## src/rtl/pwm_pkg.sv

```systemverilog
// Shared definitions for the PWM duty-ramp stage: default width and ramp FSM encoding.
package pwm_pkg;

  localparam int R_DEFAULT = 8;

  typedef enum logic {
    ST_IDLE = 1'b0,
    ST_RAMP = 1'b1
  } ramp_state_e;

endpackage

```

## src/rtl/pwm_period_tick.sv

```systemverilog
// Free-running PWM period counter with a DIV prescaler; emits a 1-clk tick on the
// last cycle of every DIV-th period.
module pwm_period_tick #(
  parameter int R   = 8,
  parameter int DIV = 1
) (
  input  logic clk,
  input  logic reset_n,
  output logic o_tick
);

  localparam int            DW       = (DIV > 1) ? $clog2(DIV) : 1;
  localparam logic [DW-1:0] DIV_LAST = DW'(DIV - 1);

  logic [R-1:0]  r_cnt;
  logic [DW-1:0] r_div;
  logic          w_wrap;

  assign w_wrap = (r_cnt == {R{1'b1}});
  assign o_tick = w_wrap && (r_div == DIV_LAST);

  // NOTE: state registers use non-blocking assignments so every flop samples
  // pre-edge values regardless of block evaluation order.
  always_ff @(posedge clk or negedge reset_n) begin
    if (!reset_n) begin
      r_cnt <= '0;
      r_div <= '0;
    end else begin
      r_cnt <= r_cnt + 1'b1;
      if (w_wrap) begin
        r_div <= (r_div == DIV_LAST) ? '0 : r_div + 1'b1;
      end
    end
  end

endmodule

```

## src/rtl/pwm_duty_ramp.sv

```systemverilog
// Accepts a target duty over valid/ready and slews duty toward it by STEP counts
// at PWM period boundaries, pulsing done when the target is reached.
module pwm_duty_ramp
  import pwm_pkg::*;
#(
  parameter int R    = R_DEFAULT,
  parameter int STEP = 16,
  parameter int DIV  = 1
) (
  input  logic         clk,
  input  logic         reset_n,
  input  logic [R-1:0] target,
  input  logic         target_valid,
  output logic         target_ready,
  output logic [R-1:0] duty,
  output logic         busy,
  output logic         done
);

  localparam logic [R-1:0] STEP_V = R'(STEP);

  ramp_state_e  r_state, w_state_nxt;
  logic [R-1:0] r_duty, w_duty_nxt;
  logic [R-1:0] r_tgt, w_tgt_nxt;
  logic         r_done, w_done_nxt;
  logic         w_tick;
  logic [R-1:0] w_gap_up, w_gap_dn, w_stepped;

  pwm_period_tick #(
    .R   (R),
    .DIV (DIV)
  ) u_tick (
    .clk     (clk),
    .reset_n (reset_n),
    .o_tick  (w_tick)
  );

  // Clamp on the remaining distance so the step can neither overshoot nor wrap.
  assign w_gap_up = r_tgt - r_duty;
  assign w_gap_dn = r_duty - r_tgt;

  always_comb begin
    w_stepped = r_tgt;
    if (r_duty < r_tgt) begin
      w_stepped = (w_gap_up <= STEP_V) ? r_tgt : r_duty + STEP_V;
    end else if (r_duty > r_tgt) begin
      w_stepped = (w_gap_dn <= STEP_V) ? r_tgt : r_duty - STEP_V;
    end
  end

  // NOTE: every signal driven here gets a default first, so no path leaves it
  // unassigned and no latch is inferred.
  always_comb begin
    w_state_nxt = r_state;
    w_duty_nxt  = r_duty;
    w_tgt_nxt   = r_tgt;
    w_done_nxt  = 1'b0;
    case (r_state)
      ST_IDLE: begin
        if (target_valid) begin
          w_tgt_nxt = target;
          if (target == r_duty) begin
            w_done_nxt = 1'b1;
          end else begin
            w_state_nxt = ST_RAMP;
          end
        end
      end
      ST_RAMP: begin
        if (w_tick) begin
          w_duty_nxt = w_stepped;
          if (w_stepped == r_tgt) begin
            w_done_nxt  = 1'b1;
            w_state_nxt = ST_IDLE;
          end
        end
      end
      default: w_state_nxt = ST_IDLE;
    endcase
  end

  always_ff @(posedge clk or negedge reset_n) begin
    if (!reset_n) begin
      r_state <= ST_IDLE;
      r_duty  <= '0;
      r_tgt   <= '0;
      r_done  <= 1'b0;
    end else begin
      r_state <= w_state_nxt;
      r_duty  <= w_duty_nxt;
      r_tgt   <= w_tgt_nxt;
      r_done  <= w_done_nxt;
    end
  end

  assign duty         = r_duty;
  assign done         = r_done;
  assign busy         = (r_state == ST_RAMP);
  assign target_ready = (r_state == ST_IDLE);

endmodule

```

## config.mk

```make
export PLATFORM = sky130hd
export DESIGN_NAME = pwm_duty_ramp
export DESIGN_NICKNAME = d
export VERILOG_FILES = /design/src/rtl/pwm_pkg.sv /design/src/rtl/pwm_period_tick.sv /design/src/rtl/pwm_duty_ramp.sv
export SDC_FILE = /design/constraint.sdc
export NUM_CORES = 1
export LEC_CHECK = 0
export ABC_AREA = 1
export BUFFER_PORTS_ARGS = -buffer_cell sky130_fd_sc_hd__buf_2
export CELL_PAD_IN_SITES_DETAIL_PLACEMENT = 1
export CELL_PAD_IN_SITES_GLOBAL_PLACEMENT = 1
export CORE_UTILIZATION = 43
export CTS_CLUSTER_SIZE = 40
export DETAILED_ROUTE_END_ITERATION = 10
export PLACE_DENSITY_LB_ADDON = 0.05
export SYNTH_ARGS = -nofsm -noshare
export SYNTH_HDL_FRONTEND = slang
export SYNTH_SLANG_ARGS = --single-unit
```

## constraint.sdc

```tcl
create_clock -name clk -period 3.55 [get_ports clk]
set_clock_uncertainty 0.05 [all_clocks]
set_input_delay 0.355 -clock clk [delete_from_list [all_inputs] [get_ports clk]]
set_output_delay 0.355 -clock clk [all_outputs]
set_load 0.005 [all_outputs]
```

== Word-level counts from Yosys, hierarchy flattened ==
Index checks and enable logic that the tools add are counted.

* Register bits after elaboration: 27
* Input port bits: 11
* Output and inout bits: 11
* Logic and storage cells: 39

* Add/subtract/negate cells: 6
* Order comparisons: 4
* Equality and inequality tests: 3
* Mux-type cells: 15
* Bitwise logic cells: 2
* Reduce and logical (&&, ||, !) cells: 3

{| class="wikitable"
|+ Operators by type and width
! kind !! count
|-
| $mux W8 || 4
|-
| $eq A8 B8 Y1 || 2
|-
| $le A8 B5 Y1 const B || 2
|-
| $sub A8 B8 Y8 || 2
|-
| $mux W1 || 9
|-
| $add A8 B1 Y8 const B || 1
|-
| $add A8 B5 Y8 const B || 1
|-
| $eq A8 B8 Y1 const B || 1
|-
| $gt A8 B8 Y1 || 1
|-
| $lt A8 B8 Y1 || 1
|-
| $sub A8 B5 Y8 const B || 1
|-
| $pmux W1 S2 || 2
|-
| $reduce_and A2 Y1 || 2
|-
| $not A1 Y1 || 2
|-
| $add A1 B1 Y1 const B || 1
|-
| $logic_and A1 B1 Y1 || 1
|}

== Depth between registers and ports, before layout ==
* Word-level depth: 9
* Mapped depth: 22
* Gate-level depth less buffers: 22

== Cells and area by module ==
From an unflattened synthesis, not the netlist that was laid out.

* Cells, all modules: 415
* Area total of the unflattened synthesis: 2,655.0 um2

{| class="wikitable"
|+ Modules (own cells, without submodules)
! module !! times used !! cells an instance !! area each (um2) !! seq. area each (um2)
|-
| pwm_duty_ramp || 1 || 377 || 2,304.7 || 450.4
|-
| pwm_period_tick || 1 || 38 || 350.3 || 200.2
|}

== Worst setup path before layout ==
No wires, ideal clock.

* Kind: register -> register
* Start point: register r_duty[4], in the netlist duty[4]
* End point: register r_state, in the netlist busy
* Library setup time: 0.117 ns
* Arrival time: 2.355 ns
* Setup slack: 1.029 ns
* Stages on the path, launching flop included: 20
* Path buffers: 2
* Period minus slack after synthesis: 2.521 ns
* Path through: dfrtp_1 inv_1 ha_1 buf_2 nand2_1 nor2_1 nand3_1 nand2_1 nand2_2 nand2_4 nand4_4 buf_6 nand2_2 nand3_1 nand2_1 nor2_1 nor2_1 nand3_1 nor2_1 nor2_1

* Longest elaborated chain between the ends: 9
* Elaborated cells on any way between the ends: 19
* Classes of those cells: 4 x add/sub; 4 x order compare; 2 x eq/ne; 9 x mux

{| class="wikitable"
|+ RTL lines
! item !! line !! RTL
|-
| start, declared || pwm_duty_ramp.sv:23 || <nowiki>logic [R-1:0] r_duty, w_duty_nxt;</nowiki>
|-
| start signal, assigned || pwm_duty_ramp.sv:90 || <nowiki>r_duty <= w_duty_nxt;</nowiki>
|-
| $sub A8 B8 Y8 || pwm_duty_ramp.sv:40 || <nowiki>assign w_gap_dn = r_duty - r_tgt;</nowiki>
|-
| $le A8 B5 Y1 || pwm_duty_ramp.sv:47 || <nowiki>w_stepped = (w_gap_dn <= STEP_V) ? r_tgt : r_duty - STEP_V;</nowiki>
|-
| $mux W8 || pwm_duty_ramp.sv:47 ||
|-
| $mux W8 || pwm_duty_ramp.sv:46 || <nowiki>end else if (r_duty > r_tgt) begin</nowiki>
|-
| $mux W8 || pwm_duty_ramp.sv:44 || <nowiki>if (r_duty < r_tgt) begin</nowiki>
|-
| $eq A8 B8 Y1 || pwm_duty_ramp.sv:72 || <nowiki>if (w_stepped == r_tgt) begin</nowiki>
|-
| $mux W1 || pwm_duty_ramp.sv:72 ||
|-
| $mux W1 || pwm_duty_ramp.sv:70 || <nowiki>if (w_tick) begin</nowiki>
|-
| $pmux W1 S2 (*) || pwm_duty_ramp.sv:58 || <nowiki>case (r_state)</nowiki>
|-
| named net w_state_nxt || pwm_duty_ramp.sv:22 || <nowiki>ramp_state_e r_state, w_state_nxt;</nowiki>
|-
| end signal, assigned || pwm_duty_ramp.sv:89 || <nowiki>r_state <= w_state_nxt;</nowiki>
|-
| end, declared || pwm_duty_ramp.sv:22 ||
|}

Mark *: on every way through the listed nets, which the timed path passes. The rest lies on a longest branch.
A chain may end at the register's enable or synchronous reset.

== Final worst setup path ==
* Start point: register r_duty[2], in the netlist duty[2]
* End point: register r_done, in the netlist done

* Longest elaborated chain between the ends: 9
* Elaborated cells on any way between the ends: 19
* Classes of those cells: 4 x add/sub; 4 x order compare; 2 x eq/ne; 9 x mux

{| class="wikitable"
|+ RTL lines
! item !! line !! RTL
|-
| $sub A8 B8 Y8 || pwm_duty_ramp.sv:40 ||
|-
| $le A8 B5 Y1 || pwm_duty_ramp.sv:47 ||
|-
| $mux W8 || pwm_duty_ramp.sv:47 ||
|-
| $mux W8 || pwm_duty_ramp.sv:46 ||
|-
| $mux W8 || pwm_duty_ramp.sv:44 ||
|-
| $eq A8 B8 Y1 || pwm_duty_ramp.sv:72 ||
|-
| $mux W1 || pwm_duty_ramp.sv:72 ||
|-
| $mux W1 || pwm_duty_ramp.sv:70 ||
|-
| $pmux W1 S2 (*) || pwm_duty_ramp.sv:58 ||
|-
| named net w_done_nxt || pwm_duty_ramp.sv:25 || <nowiki>logic r_done, w_done_nxt;</nowiki>
|-
| end signal, assigned || pwm_duty_ramp.sv:92 || <nowiki>r_done <= w_done_nxt;</nowiki>
|-
| end, declared || pwm_duty_ramp.sv:25 ||
|}

Marked as above.

==> metrics <==
run status completed; Die Span X 80.6 microns; Total Nets Final 459; length of routed met3 wiring 108 microns; area enclosed by the die boundary 6490 sq um; area added between synthesis and finish 8.58%; dominant cell type by count on the critical path nand2_1; max-slew violation count 0; post-synthesis register bit count 26; routed via count divided by cell count 5.40; register area 651 sq um; Period Utilization, post-route 89.7%; Final Hold Slack 0.0270 ns; Syn Nets 441; number of rows in the core area 28; Net Sw Power 0.366 mW; WL final 8220 microns; via count of the first global-routing pass 2,686; DRC violations left 0; number of filler cells placed in the layout 829; final RePlAce weighted congestion 0.908; share of synthesized area occupied by flip-flops and latches 24.5%; largest fanout of any net on the critical path 15; Die Height 80.6 microns; total number of vias 2,723; met1 wire length 3870 microns; measured slew at the worst slew-check pin 1.07 ns; buffer depth of the longest clock path 2; DRT iter0 DRCs 116; P_leak 1.56 nW; clock group share of total power 27.1%; Detailed Routing Iterations Pass 1 4; HP Class in2async; post-route non-filler standard cell count 504; clock slew at the register clock pins of the worst setup and hold paths 0.10 ns; overall overflow remaining after global route 0; n_diodes 0; largest voltage drop on the vdd net 0.000273 V; total internal power 0.570 mW; setup repair after global routing missed its margin no; highest-delay cell along the critical path ha_2; data arrival time of the worst path 3.34 ns; highest routed layer met4; least setup slack across all paths after layout 0.365 ns; number of CTS-inserted buffers 3; number of gates resized after CTS 0; cell-by-cell listing of the critical path inv_1 > ha_2 > nand2_1 > nor2_4 > nand2_1 > nand3_2 > a21boi_4 > a21oi_4 > nand2_4 > nand2_1 > nand3_1 > nand3_1 > nand2_1 > nor2_1 > nand3_1 > o21ai_1; mean instance size in the synthesized netlist 6.44 sq um; Hold Vio Cnt, Final 0; largest net degree at the start of global routing 27; number of clock sinks seen by CTS 26; Final HPWL DP 6650 microns; CP startpoint kind flip-flop; number of max-capacitance violations reported 0; Post-Place Worst Slack 0.281 ns; CTS tree yes; ports placed on the boundary 22; Routed wire per std cell 16.3 microns; library cells used by synthesis 28; Total Neg Setup Slack 0 ns; part of the total power dissipated in sequential elements 35.1%; Yosys Warn Count 0; power density of the placed cells 325 nW/um^2; net switching fraction of the power 39.1%; endpoint type of the worst setup path flip-flop; layout cell share with drive strength beyond 1 12.4%; global router's overall resource usage 27.1%; CP Class reg2reg; wire length on met2 4110 microns; main area contributors after synthesis dfrtp_1, nand2_1, nand3_1; placed cell count 500; worst slew margin relative to its limit 28.3%; highest clock rate 314 MHz; post-synthesis cell area 2650 sq um; fin crit period 3.19 ns; number of antenna-violating nets in the routed design 0; Initial Util 44.8%; area of combinational cells with multiple inputs 1730 sq um; number of hold buffers added after CTS 0; Logic pwr share 37.8%; Gate Count Post-Synth 412; endpoint required time on the critical path 3.70 ns; maximum single-stage delay on the critical path 0.45 ns; post-CTS setup buffer count 0; setup violators final 0; global-route wire length before repair 13,200 microns; initial antenna violation count 0; post-layout util 48.7%; H-tree lvl count 1; buffer cell driving the clock tree root clkbuf_8; cell type with the largest total area after synthesis dfrtp_1; area inside the core boundary 5920 sq um; number of port buffers 21; clock insertion delay at the later pin of the skew report 0.28 ns; Synth top area share 24.5%
## per-stage QoR
stage                     cell area [sq um]  power (mW)
after floorplan                        2650       0.595
after global placement                 2800       0.675
after detailed placement               2800       0.684
after CTS                              2870       0.937
after global routing                   2880       0.995
final                                  2880       0.937
## cells in the mapped netlist
library cell and instances:
or2_2 8, a21oi_4 1, xor2_1 10, buf_4 1
inv_2 2, nand3_1 71, nor2_4 2, nand2_2 4
nand2_4 3, nor3_1 3, nand4_4 1, o21ai_0 17
ha_1 18, a21oi_1 10, nor2_1 19, nand4_1 16
or2_1 1, nand3_2 1, nor4_1 2, o21ai_1 4
clkbuf_1 1, o211ai_2 2, inv_1 57, a21boi_4 1
nand2_1 124, buf_6 3, buf_2 4, dfrtp_1 26
## area by class of cell
type / count / share of cell area (%)
inverter: 59 / 7.69
clock inverter: 1 / 1.04
timing repair buffer: 22 / 3.91
sequential: 26 / 22.6
tap: 75 / 3.26
multi-input combinational: 318 / 60.1
clock buffer: 3 / 1.43
## final timing paths
check | start | endpoint | slack, ns | depth (start not counted)
worst min register to register | u_tick.r_cnt[0] | u_tick.r_cnt[0] | 0.41 | 1
worst max-delay path | duty[2] | done | 0.36 | 16
worst min-delay path | reset_n | r_tgt[0] | 0.03 | 1
min in group clk | target[6] | r_tgt[6] | 0.25 | 3
max in group asynchronous | reset_n | u_tick.r_cnt[0] | 3.02 | 1
worst max register to register | duty[2] | done | 0.36 | 16
## registers in the layout, indices dropped and copies added, names as in the netlist
register and cells:
duty 8, r_tgt 8, u_tick.r_cnt 8, busy 1
done 1
## cells in the final DEF, fill, tap and decap left out, types with 4 or more instances in the layout
cell	count
dfrtp_1	26
nor2_1	19
nand4_1	16
o21ai_1	4
xor2_1	10
buf_2	21
nand3_1	71
or2_2	8
o21ai_0	17
nand2_2	4
a21oi_1	10
nand2_1	124
ha_1	16
inv_1	57
## kinds of logic (layout without fill, tap and decap cells)
kind of cell / after synthesis / count (layout) / share of synthesized area [%]
compound gates: 35 / 35 / 8.11
xor+xnor: 10 / 10 / 3.30
fa+ha+maj: 18 / 18 / 8.49
buf+inv: 68 / 85 / 10.8
flops: 26 / 26 / 24.5
simple gates: 255 / 255 / 44.8
## per-layer routing
| layer | up-vias | GRT usage (%) |
|---|---|---|
| met5 | - | 0 |
| met4 | 0 | 6.07 |
| met3 | 10 | 1.36 |
| met2 | 32 | 48.3 |
| met1 | 1312 | 35.6 |
| li1 | 1369 | - |
## power groups by stage
stage	Sequential, mW	Combinational (mW)	Clock [mW]
after global placement	0.333	0.342	0
after floorplan	0.325	0.270	0
after CTS	0.327	0.352	0.258
after detailed placement	0.333	0.351	0
after global routing	0.330	0.401	0.263
final	0.329	0.354	0.254
## worst max-delay path: cells and delay by family (launching register included)
family	cells	cell delay, ns
buffers and inverters	1	0.16
AO/OA/AOI/OAI	3	0.67
flip-flops	1	0.43
adder cells (fa/ha/maj)	1	0.45
AND/OR/NAND/NOR	11	1.35
Note: power is estimated with default switching activity, not from simulation.
